--- src/rtl/switch_debounce.sv ---
// Synchronise and debounce a bus of slide-switch levels, with a change strobe and busy flag.
// Optional per-bit rise_o/fall_o commit strobes are enabled by defining SWITCH_DEBOUNCE_EDGE_EN.
module switch_debounce #(
  parameter int unsigned      WIDTH           = 11,
  parameter int               DEBOUNCE_CYCLES = 1000000,
  parameter int               SYNC_STAGES     = 2,
  parameter logic [WIDTH-1:0] RESET_VALUE     = '0
) (
  input  logic             clk_i,
  input  logic             reset_i,
  input  logic [WIDTH-1:0] sw_raw_i,
  output logic [WIDTH-1:0] sw_o,
  output logic             changed_o,
  output logic             busy_o
`ifdef SWITCH_DEBOUNCE_EDGE_EN
  ,
  output logic [WIDTH-1:0] rise_o,
  output logic [WIDTH-1:0] fall_o
`endif
);

  localparam int unsigned      CNT_W    = $clog2(DEBOUNCE_CYCLES + 1);
  localparam logic [CNT_W-1:0] CNT_LAST = CNT_W'(DEBOUNCE_CYCLES - 1);

  if (DEBOUNCE_CYCLES < 1) begin : g_bad_debounce_cycles
    $error("switch_debounce: DEBOUNCE_CYCLES must be >= 1");
  end
  if (SYNC_STAGES < 2) begin : g_bad_sync_stages
    $error("switch_debounce: SYNC_STAGES must be >= 2");
  end

  logic [SYNC_STAGES-1:0][WIDTH-1:0] sync_q;
  logic [WIDTH-1:0]                  sync_s;
  logic [WIDTH-1:0]                  sw_q, sw_d;
  logic [CNT_W-1:0]                  cnt_q [WIDTH];
  logic [CNT_W-1:0]                  cnt_d [WIDTH];
  logic                              changed_q, changed_d;
  logic                              busy_q, busy_d;
`ifdef SWITCH_DEBOUNCE_EDGE_EN
  logic [WIDTH-1:0]                  rise_q, rise_d;
  logic [WIDTH-1:0]                  fall_q, fall_d;
`endif

  assign sync_s = sync_q[SYNC_STAGES-1];

  // Per-bit stability counter: clear on match, commit after DEBOUNCE_CYCLES mismatched edges.
  always_comb begin
    sw_d   = sw_q;
    busy_d = 1'b0;
    for (int unsigned i = 0; i < WIDTH; i++) begin
      cnt_d[i] = '0;
      if (sync_s[i] != sw_q[i]) begin
        if (cnt_q[i] == CNT_LAST) begin
          sw_d[i] = sync_s[i];
        end else begin
          cnt_d[i] = cnt_q[i] + CNT_W'(1);
        end
      end
    end
    for (int unsigned i = 0; i < WIDTH; i++) begin
      busy_d = busy_d | (cnt_d[i] != '0);
    end
    changed_d = (sw_d != sw_q);
`ifdef SWITCH_DEBOUNCE_EDGE_EN
    rise_d = sw_d & ~sw_q;
    fall_d = ~sw_d & sw_q;
`endif
  end

  always_ff @(posedge clk_i) begin
    if (reset_i) begin
      sync_q    <= {SYNC_STAGES{RESET_VALUE}};
      sw_q      <= RESET_VALUE;
      changed_q <= 1'b0;
      busy_q    <= 1'b0;
      for (int unsigned i = 0; i < WIDTH; i++) begin
        cnt_q[i] <= '0;
      end
`ifdef SWITCH_DEBOUNCE_EDGE_EN
      rise_q    <= '0;
      fall_q    <= '0;
`endif
    end else begin
      sync_q    <= {sync_q[SYNC_STAGES-2:0], sw_raw_i};
      sw_q      <= sw_d;
      changed_q <= changed_d;
      busy_q    <= busy_d;
      for (int unsigned i = 0; i < WIDTH; i++) begin
        cnt_q[i] <= cnt_d[i];
      end
`ifdef SWITCH_DEBOUNCE_EDGE_EN
      rise_q    <= rise_d;
      fall_q    <= fall_d;
`endif
    end
  end

  assign sw_o      = sw_q;
  assign changed_o = changed_q;
  assign busy_o    = busy_q;
`ifdef SWITCH_DEBOUNCE_EDGE_EN
  assign rise_o    = rise_q;
  assign fall_o    = fall_q;
`endif

endmodule
--- config.mk ---
export PLATFORM = sky130hd
export DESIGN_NAME = switch_debounce
export DESIGN_NICKNAME = d
export VERILOG_FILES = /design/src/rtl/switch_debounce.sv
export SDC_FILE = /design/constraint.sdc
export NUM_CORES = 1
export LEC_CHECK = 0
export CAP_MARGIN = 20
export CORE_AREA = 2 2 256 233
export DETAILED_ROUTE_END_ITERATION = 8
export DIE_AREA = 0 0 258 235
export PLACE_DENSITY = 0.34
export SYNTH_ARGS = -nofsm -noshare
export SYNTH_HDL_FRONTEND = slang
export SYNTH_SLANG_ARGS = --single-unit
--- constraint.sdc ---
create_clock -name clk_i -period 4.78 [get_ports clk_i]
set_input_delay 0.956 -clock clk_i [delete_from_list [all_inputs] [get_ports clk_i]]
set_output_delay 0.956 -clock clk_i [all_outputs]
set_load 0.005 [all_outputs]
### Word-level counts from Yosys, hierarchy flattened

Memory sizes are Yosys's and may differ from the RTL's.
Cells that the tools add are included.

* muxes and demuxes: 58
* bitwise logic cells: 21
* equal/unequal tests: 23
* add/sub/neg operators: 11
* reduce and logical (&&, ||, !) cells: 11

Operators with widths (number)
* $mux W20: 33
* $add A20 B1 Y20 const B: 11
* $eq A20 B20 Y1 const B: 11
* $reduce_bool A20 Y1: 11
* $mux W1: 25
* $or A1 B1 Y1: 21
* $ne A1 B1 Y1: 11
* $ne A11 B11 Y1: 1

* bits in writable memories: 220
* word-level logic and storage cells: 130
* memories kept: 1
* bits of input ports: 13
* register bits after elaboration: 35

Memory list
* cnt_q: depth 11, bits a word 20, rd ports 11, clocked after memory_dff 0, write ports 11, line 35 `logic [CNT_W-1:0] cnt_q [WIDTH];`

### Longest topological paths before layout

Gate-level depths: netlist (run 1).

* depth after elaboration: 14
* depth in mapped cells: 10
* depth with buffers taken out: 9

### Worst setup path after synthesis (run 1)

Ideal clock, no wire load.

* path kind: register to register
* from: memory cnt_q[8][0] (netlist name)
* to: register busy_q, in the netlist busy_o
* path buffers: 0
* stages on the path, launching flop included: 10
* arrival time: 2842 ps
* slack: 1798 ps
* cell sequence: dfxtp_1 ha_1 and3_1 nand3_1 o41ai_4 o22ai_1 or4_1 or4_1 nor4_1 a41oi_1

RTL lines
* from (decl): line 35
* to (signal assigned): line 87 `busy_q <= busy_d;`
* to (decl): line 38 `logic busy_q, busy_d;`

==> results summary, run 1 <==
The flow ran to the end, and the final reports show no timing, DRC or antenna violations. The number of filler cells placed in the layout came out at just over 6000. Of the post-synthesis cell area, the dominant cell type holds 0.386. Dividing the detail-routed via count by the number of cells gives 4.68.

The combined area of all synthesized cells came out at 13200 sq um. The initial utilization of the core area, before any placement, comes to 0.228. After the last flow step, the layout net total stands at 1627. The overall die width came out at between 200 and 300 um.

The total via count after detailed routing is between 10000 and 15000. The kind of cell adding the most delay to the critical path is simple AND/OR/NAND/NOR gates. The number of max-capacitance violations reported came out at 0. The actual slew at the worst max-slew pin is ~860 ps. Sorting the synthesized cells by area gives the leading types as dfxtp_1 39%, xnor2_1 8.0%, nor2_1 7.8%. The number of design-rule violations left by the first detailed-router iteration is 513. Among all stages on the critical path, the largest delay is contributed by or4_1. The storage element area came out at about 5100 sq um. The area inside the core boundary is ~58000 sq um. The sequential fraction of the synthesis area came out at 0.386. The layout cell share with drive strength beyond 1 came out at 0.0604. The routed wire length came out at just over 40000 um. The total instance count after detailed placement is 2339.

Entering global routing, the biggest net connects 54 pins. The Yosys warning count came out at 0. The peak fanout along the critical path is 12.

The arrival time of data at the critical path endpoint came out at 3950 ps. On the final layout, the worst hold slack is about 430 ps. The synthesized netlist net count is around 1600.

The count of nets left with antenna violations after detail routing came out at 0. The worst setup path is launched from a flip-flop. The synthesis-to-layout area growth came out at 15.6%.

The maximum ir drop on the vdd rail came out at between 0.15 and 0.2 mV. In this run the clock root is driven by a clkbuf_16. The maximum buffer depth of the clock tree is 3. The worst setup timing slack at the placement stage came out at around 1300 ps. Walking the worst path, the cells encountered are ha_1 > nand3_1 > nor4_1 > a31o_2 > o22ai_1 > or4_1 > or4_1 > nor4_1 > a41oi_1. The leakage power is 4.63 nW. TritonCTS built the clock tree. The first global-routing pass estimated around 64000 um of wire. The number of enable flip-flop cells after synthesis came out at 0. 26 I/O pins were placed. The number of buffers added to fix hold violations after cts is 0. The critical path's largest stage delay is about 580 ps. The via count of the first global-routing pass came out at 10900.

Summed over all instances, the cell type with the most area after synthesis is dfxtp_1. In the layout the commonest cells are 274 x nor2_1, 255 x dfxtp_1, 121 x xnor2_1. The number of cells in the finished layout apart from fillers is roughly 2400.

Setup slack on the critical path of the routed design comes to 1230 ps. For this run, design rule violations remaining after detail routing come to 0. The final RePlAce weighted congestion came out at 0.786.

The clock tree synthesis step divided the H-tree into 2 levels. Setup repair after global routing left no endpoint under its margin. After legalization and detailed placement, the total HPWL measured ~30000 um.

The critical path buffer and inverter count is 0. The clock reaches the later pin of the worst-skew pair after 540 ps. The setup total negative slack came out at 0 ps. The post-route fraction of the period consumed by the critical path is 0.742.

The distinct cell type count after synthesis is 75. The commonest register cell after synthesis is dfxtp_1. The final-report max-slew violation count is 0. The floorplan step set the die height to between 200 and 250 um. Setup violations remaining at the end of the flow were counted as 0. During placement, the flow inserted port buffers numbering 25. The async set-reset flop share out of synthesis is 0. Once the clock tree was built, the setup fixing pass inserted 0 buffers.

Headroom to the max-slew limit came out at 0.429. The worst setup path is captured at a flip-flop. The maximum frequency from static timing analysis is 0.282 GHz. The library cell used most frequently in the layout, excluding fill and tap cells, is nor2_1. The floorplan die area came out at 60600 sq um. The post-cts sizing count is 0.

The power density normalized to cell area is 315 nW/um^2. After synthesis the netlist holds a flip-flop and latch count of roughly 260. Averaged over all synthesized cells, the footprint is approximately 8 sq um.

The number of clock buffers inserted by TritonCTS came out at 36. The final cell utilization of the core is 0.264. In the global route stage, overall resource usage came out at 0.134. The instance count of the mapped netlist is ~1600. The clock tree skew after final layout came out at about 12 ps. In the final layout, the multi-input gates occupy around 7700 sq um. The number of hold violations in the final report was 0.

The clock-pin slew of the registers on the worst-case setup and hold paths is ~60 ps. The data required time of the critical path came out at roughly 5200 ps. CTS saw ~260 sinks.

The worst hold path belongs to the class flip-flop to flip-flop. Global routing finished with a remaining overflow of 0. The minimum clock period after layout is ~3500 ps.

The number of antenna diodes in the final layout is 0. The initialized floorplan defines 84 standard-cell rows. The number of antenna violations at the first check in global routing came out at 0. For this run, the detailed router's first-pass iteration total came to 5.

The critical path is of the flip-flop to flip-flop type. In the final routed layout, each cell accounts on average for between 15 and 20 um.
-- final cells by class --
type,instances,share of cell area
multi-input combinational,1245,0.502
inverter,31,0.00761
sequential,255,0.334
tap,774,0.0633
clock buffer,53,0.0691
timing repair buffer,34,0.0206
clock inverter,4,0.00319
-- cell usage after synthesis (9+ instances only) --
| library cell | count |
|---|---|
| and3_1 | 38 |
| and4_1 | 17 |
| nor3_1 | 62 |
| and2_1 | 13 |
| mux2i_1 | 15 |
| nand3_1 | 103 |
| mux2_2 | 12 |
| or4_1 | 9 |
| o21ai_0 | 36 |
| inv_1 | 31 |
| nor2_1 | 274 |
| nor4b_1 | 13 |
| dfxtp_1 | 255 |
| or2_2 | 16 |
| or3_1 | 12 |
| nand2_1 | 97 |
| nor2b_1 | 29 |
| a21oi_1 | 33 |
| nand4_1 | 65 |
| nor4_1 | 36 |
| ha_1 | 11 |
| xor2_1 | 94 |
| xnor2_1 | 121 |
| clkbuf_1 | 69 |
-- worst reg2reg max path: cells and delay by family (launching register included) --
kind                     cells  cell delay (ps)
AO/OA/AOI/OAI                3              670
adder cells (fa/ha/maj)      1              220
flip-flops                   1              390
AND/OR/NAND/NOR              5             2140
-- final timing paths --
path / cells past startpoint / from / slack, ps / endpoint
setup / recovery: 9 / cnt_q[10][0] / 1230 / busy_o
hold / removal: 1 / sync_q[10] / 430 / sync_s[10]
setup reg to reg: 9 / cnt_q[10][0] / 1230 / busy_o
hold reg to reg: 1 / sync_q[10] / 430 / sync_s[10]
-- where the power goes --
part           switching [mW]  total, mW  leakage, nW  internal (mW)
clock                    1.00       2.57        0.543           1.57
combinational          0.0644     0.0988         2.03         0.0344
sequential            0.00909       2.15         2.06           2.14
total                    1.08       4.82         4.63           3.74
-- per-layer routing --
metal	up-vias	track usage	share of wire
met1	5299	0.192	0.51
met3	60	0.0248	0.042
met4	0	0.0471	0.028
li1	5673	-	-
met5	-	0	0
met2	185	0.199	0.42
-- kinds of logic after synthesis --
kind of cell	count (synthesis)	share of synthesized area
muxes	27	0.0216
DFF	255	0.386
AOI/OAI and AO/OA	168	0.0884
xor gates and xnor gates	215	0.142
adders and majority gates	11	0.0104
and+or+nand+nor	824	0.317
buffers and inverters	109	0.0340
-- sequential cells by signal, summed over array words and instances, names as in the netlist --
register	count
cnt_q	220
sw_o	11
sync_q	11
sync_s	11
busy_o	1
changed_o	1
-- stage by stage --
stage / power (mW) / cell area, sq um
after floorplan: 2.25 / 13200
after global placement: 2.30 / 14200
after detailed placement: 2.30 / 14200
after CTS: 4.93 / 15300
after global routing: 5.01 / 15300
final: 4.82 / 15300
(Power assumes the default switching activity.)
==> run 2, diff against run 1 <==
==> constraint.sdc (replaced) <==
create_clock -name clk_i -period 3.4 [get_ports clk_i]
set_input_delay 0.68 -clock clk_i [delete_from_list [all_inputs] [get_ports clk_i]]
set_output_delay 0.68 -clock clk_i [all_outputs]
set_load 0.005 [all_outputs]
==> results summary, run 2 (same netlist as run 1, synthesis figures left out) <==
The flip-flop count of the largest register, all copies and words added came out at 220 (unchanged). The number of hold violations in the final report came out at 0 (unchanged). Among cell families on the critical path, the largest total delay comes from simple AND/OR/NAND/NOR gates. The critical path is of the flip-flop to flip-flop type. The capturing point of the worst reg2reg path is busy_o.

The clock-pin slew of the registers on the worst-case setup and hold paths is 60 ps (about the same). The actual slew at the worst max-slew pin is 920 ps (+63.2 ps). The maximum number of pins on one net before global-route repair is 44 (-19%). The arrival time of data at the critical path endpoint is 3580 ps (-370 ps). The layer with the highest usage is met2.

The library cell used most frequently in the layout, excluding fill and tap cells, is nor2_1. The number of stages on the worst hold path was 1 (unchanged). The worst reg2reg path startpoint is cnt_q[8][0]. The total routing usage reported by global routing is 0.136 (+0.00234).

The number of DRC violations after detailed routing came out at 0 (unchanged). The area of all placed cells without fillers is 15600 sq um (+1.9%). The maximum buffer depth of the clock tree is 3 (unchanged). The critical path buffer and inverter count came out at 0 (unchanged).

The met1 usage is 0.194 (+0.00176). The normalized max-slew margin is 0.386 (-0.0422). The die extent in y is 235 um (unchanged). The deepest level of the CTS H-tree is 2 (unchanged). The number of antenna violations at the first check in global routing is 0 (unchanged).

The number of filler cells placed in the layout came out at 6190 (-0.79%). The minimum clock period after layout was 3180 ps (-368 ps). The total power of the final layout is 6.81 mW (+41%). The final-report max-slew violation count is 0 (unchanged). The number of cells in the finished layout apart from fillers came out at 2434 (+1.6%). The maximum ir drop on the vdd rail came out at 0.246 mV (+37%). The minimum setup slack among reg-to-reg paths was 220 ps (-1010 ps). The worst-skew pair later-pin latency came out at 540 ps (about the same). The data required time of the critical path came out at 3800 ps (-1380 ps). The cell seen most often among critical-path stages is or4_1. The worst setup timing slack at the placement stage came out at 88.0 ps (-1200 ps). The maximum frequency from static timing analysis is 0.315 GHz (+12%). The via density per instance is 4.65 (-0.73%). In the layout the commonest cells are 274 x nor2_1, 255 x dfxtp_1, 121 x xnor2_1. On the critical path, the stage with the largest delay is an instance of or4_1. The critical path goes through ha_1 > and3_1 > nand3_1 > o41ai_4 > o22ai_1 > or4_1 > or4_1 > nor4_1 > a41oi_1.

The number of setup violations in the final report was 0 (unchanged). The leakage power came out at 4.82 nW (+4.0%). The setup total negative slack came out at 0 ps (unchanged).

The least setup slack across all paths after layout is 221 ps (-1010 ps). The critical path's largest stage delay came out at 570 ps (about the same). The area inside the core boundary came out at 57900 sq um (unchanged).

The placement-stage cell area came to 14500 sq um (+1.9%). The initial standard-cell utilization of the core came out at 0.228 (unchanged). The power density normalized to cell area came out at 437 nW/um^2 (+39%). The total instance count after detailed placement is 2375 (+1.5%). The layout cell share with drive strength beyond 1 came out at 0.0837 (+0.0233). The number of top-level pins was 26 (unchanged). The count of nets left with antenna violations after detail routing was 0 (unchanged). The number of input and output port buffers inserted is 25 (unchanged). The final RePlAce weighted congestion is 0.784 (-0.27%).

The post-route fraction of the period consumed by the critical path came out at 0.935 (+0.193). Setup repair after global routing left no endpoint under its margin. The peak fanout along the critical path came out at 7 (-5). The TritonCTS clock tree is built. The met2 usage is 0.210 (+0.0107). The via count of the first global-routing pass was 11000 (+0.85%). The number of design-rule violations left by the first detailed-router iteration was 600 (+17%). The storage element area came out at 5100 sq um (unchanged). The flow ran to the end, and the final reports show no timing, DRC or antenna violations. The number of clock buffers inserted by TritonCTS is 34 (-5.6%). The routed wire length is 41200 um (+1.4%).

The synthesis-to-layout area growth is 17.7%. STA classifies the critical path endpoint as a flip-flop. The total iterations of the first detailed-routing run is 4 (-1).

The beginning of the worst hold path is sync_q[7]. The remaining global-route overflow is 0 (unchanged). Counting flops per register, the top entry is cnt_q. The placement row count is 84 (unchanged). The post-detailed-route wirelength per cell came out at 16.9 um (-0.21%). The hold path endpoint is sync_s[7]. The area taken by multi-input logic gates was 7690 sq um (about the same). The number of inserted diodes is 0 (unchanged).

The floorplan die area came out at 60600 sq um (unchanged). The clock tree skew after final layout was 32.3 ps (+20.4 ps). The number of setup buffers added after CTS is 0 (unchanged).

The global-route wire length before repair came out at 64900 um (+1.5%). The overall die width came out at 258 um (unchanged). The logic depth of the worst register-to-register path came out at 9 (unchanged). The met3 usage came to 0.0221 (-0.00270). CTS placed an instance of clkbuf_16 at the clock tree root.

The path category of the worst min-delay check is flip-flop to flip-flop. The number of nets in the finished design is 1661 (+2.1%). The post-DP HPWL is 30700 um (+2.2%).

The number of sinks handled by clock tree synthesis is 255 (unchanged). The total via count after detailed routing is 11300 (+0.85%). The worst setup path is launched from a flip-flop. The number of max-capacitance violations reported came out at 0 (unchanged).
run 2: worst reg2reg max path, delay by kind of cell, from the launching register on:
kind,cells,cell delay [ps]
compound gates,3,640
fa+ha+maj,1,240
simple gates,5,1750
flops,1,430
run 2: power breakdown:
part | internal (mW) | total [mW] | switching [mW] | leakage [nW]
clock | 2.21 | 3.64 | 1.43 | 0.550
sequential | 3.01 | 3.02 | 0.0135 | 2.06
combinational | 0.0553 | 0.149 | 0.0938 | 2.21
run 2: repair_timing:
item,in CTS,in global routing
gates resized for setup,0,2
endpoints found under the setup margin,0,1
hold buffers,0,0
run 2: area by class of cell:
class	count	area share
clock buffers	50	0.0650
clock inverters	9	0.00651
inverters	31	0.00747
multi-input cells	1245	0.494
flip-flops and latches	255	0.328
well taps	774	0.0622
repair buffers	70	0.0376
run 2: worst max-delay path by stage:
stage          cells after the start         from      to
3_3_place_gp                       9  cnt_q[6][1]  busy_o
4_1_cts                            9  cnt_q[6][1]  busy_o
5_1_grt                            9  cnt_q[9][0]  busy_o
2_1_floorplan                      9  cnt_q[8][0]  busy_o
6_report                           9  cnt_q[8][0]  busy_o
3_5_place_dp                       9  cnt_q[6][1]  busy_o
run 2: metrics by stage:
step                       util  hold WS [ps]
after floorplan               -           414
after global placement    0.250           418
after detailed placement  0.250           428
after CTS                 0.269           442
after global routing      0.269           459
final                     0.269           438
run 2: routing by layer:
layer / part of all wire / vias to the layer above
met2: 0.44 / 157
met4: 0.022 / 0
met3: 0.031 / 48
met1: 0.51 / 5362
li1: - / 5745
met5: 0 / -
==> run 3, diff against run 2 <==
--- a/config.mk
+++ b/config.mk
@@ -5,7 +5,7 @@
 export SDC_FILE = /design/constraint.sdc
 export NUM_CORES = 1
 export LEC_CHECK = 0
-export CAP_MARGIN = 20
+export CAP_MARGIN = 25
 export CORE_AREA = 2 2 256 233
 export DETAILED_ROUTE_END_ITERATION = 8
 export DIE_AREA = 0 0 258 235
==> results of run 3 <==
Same layout as run 2: the final DEF is identical, and so are final timing and power.
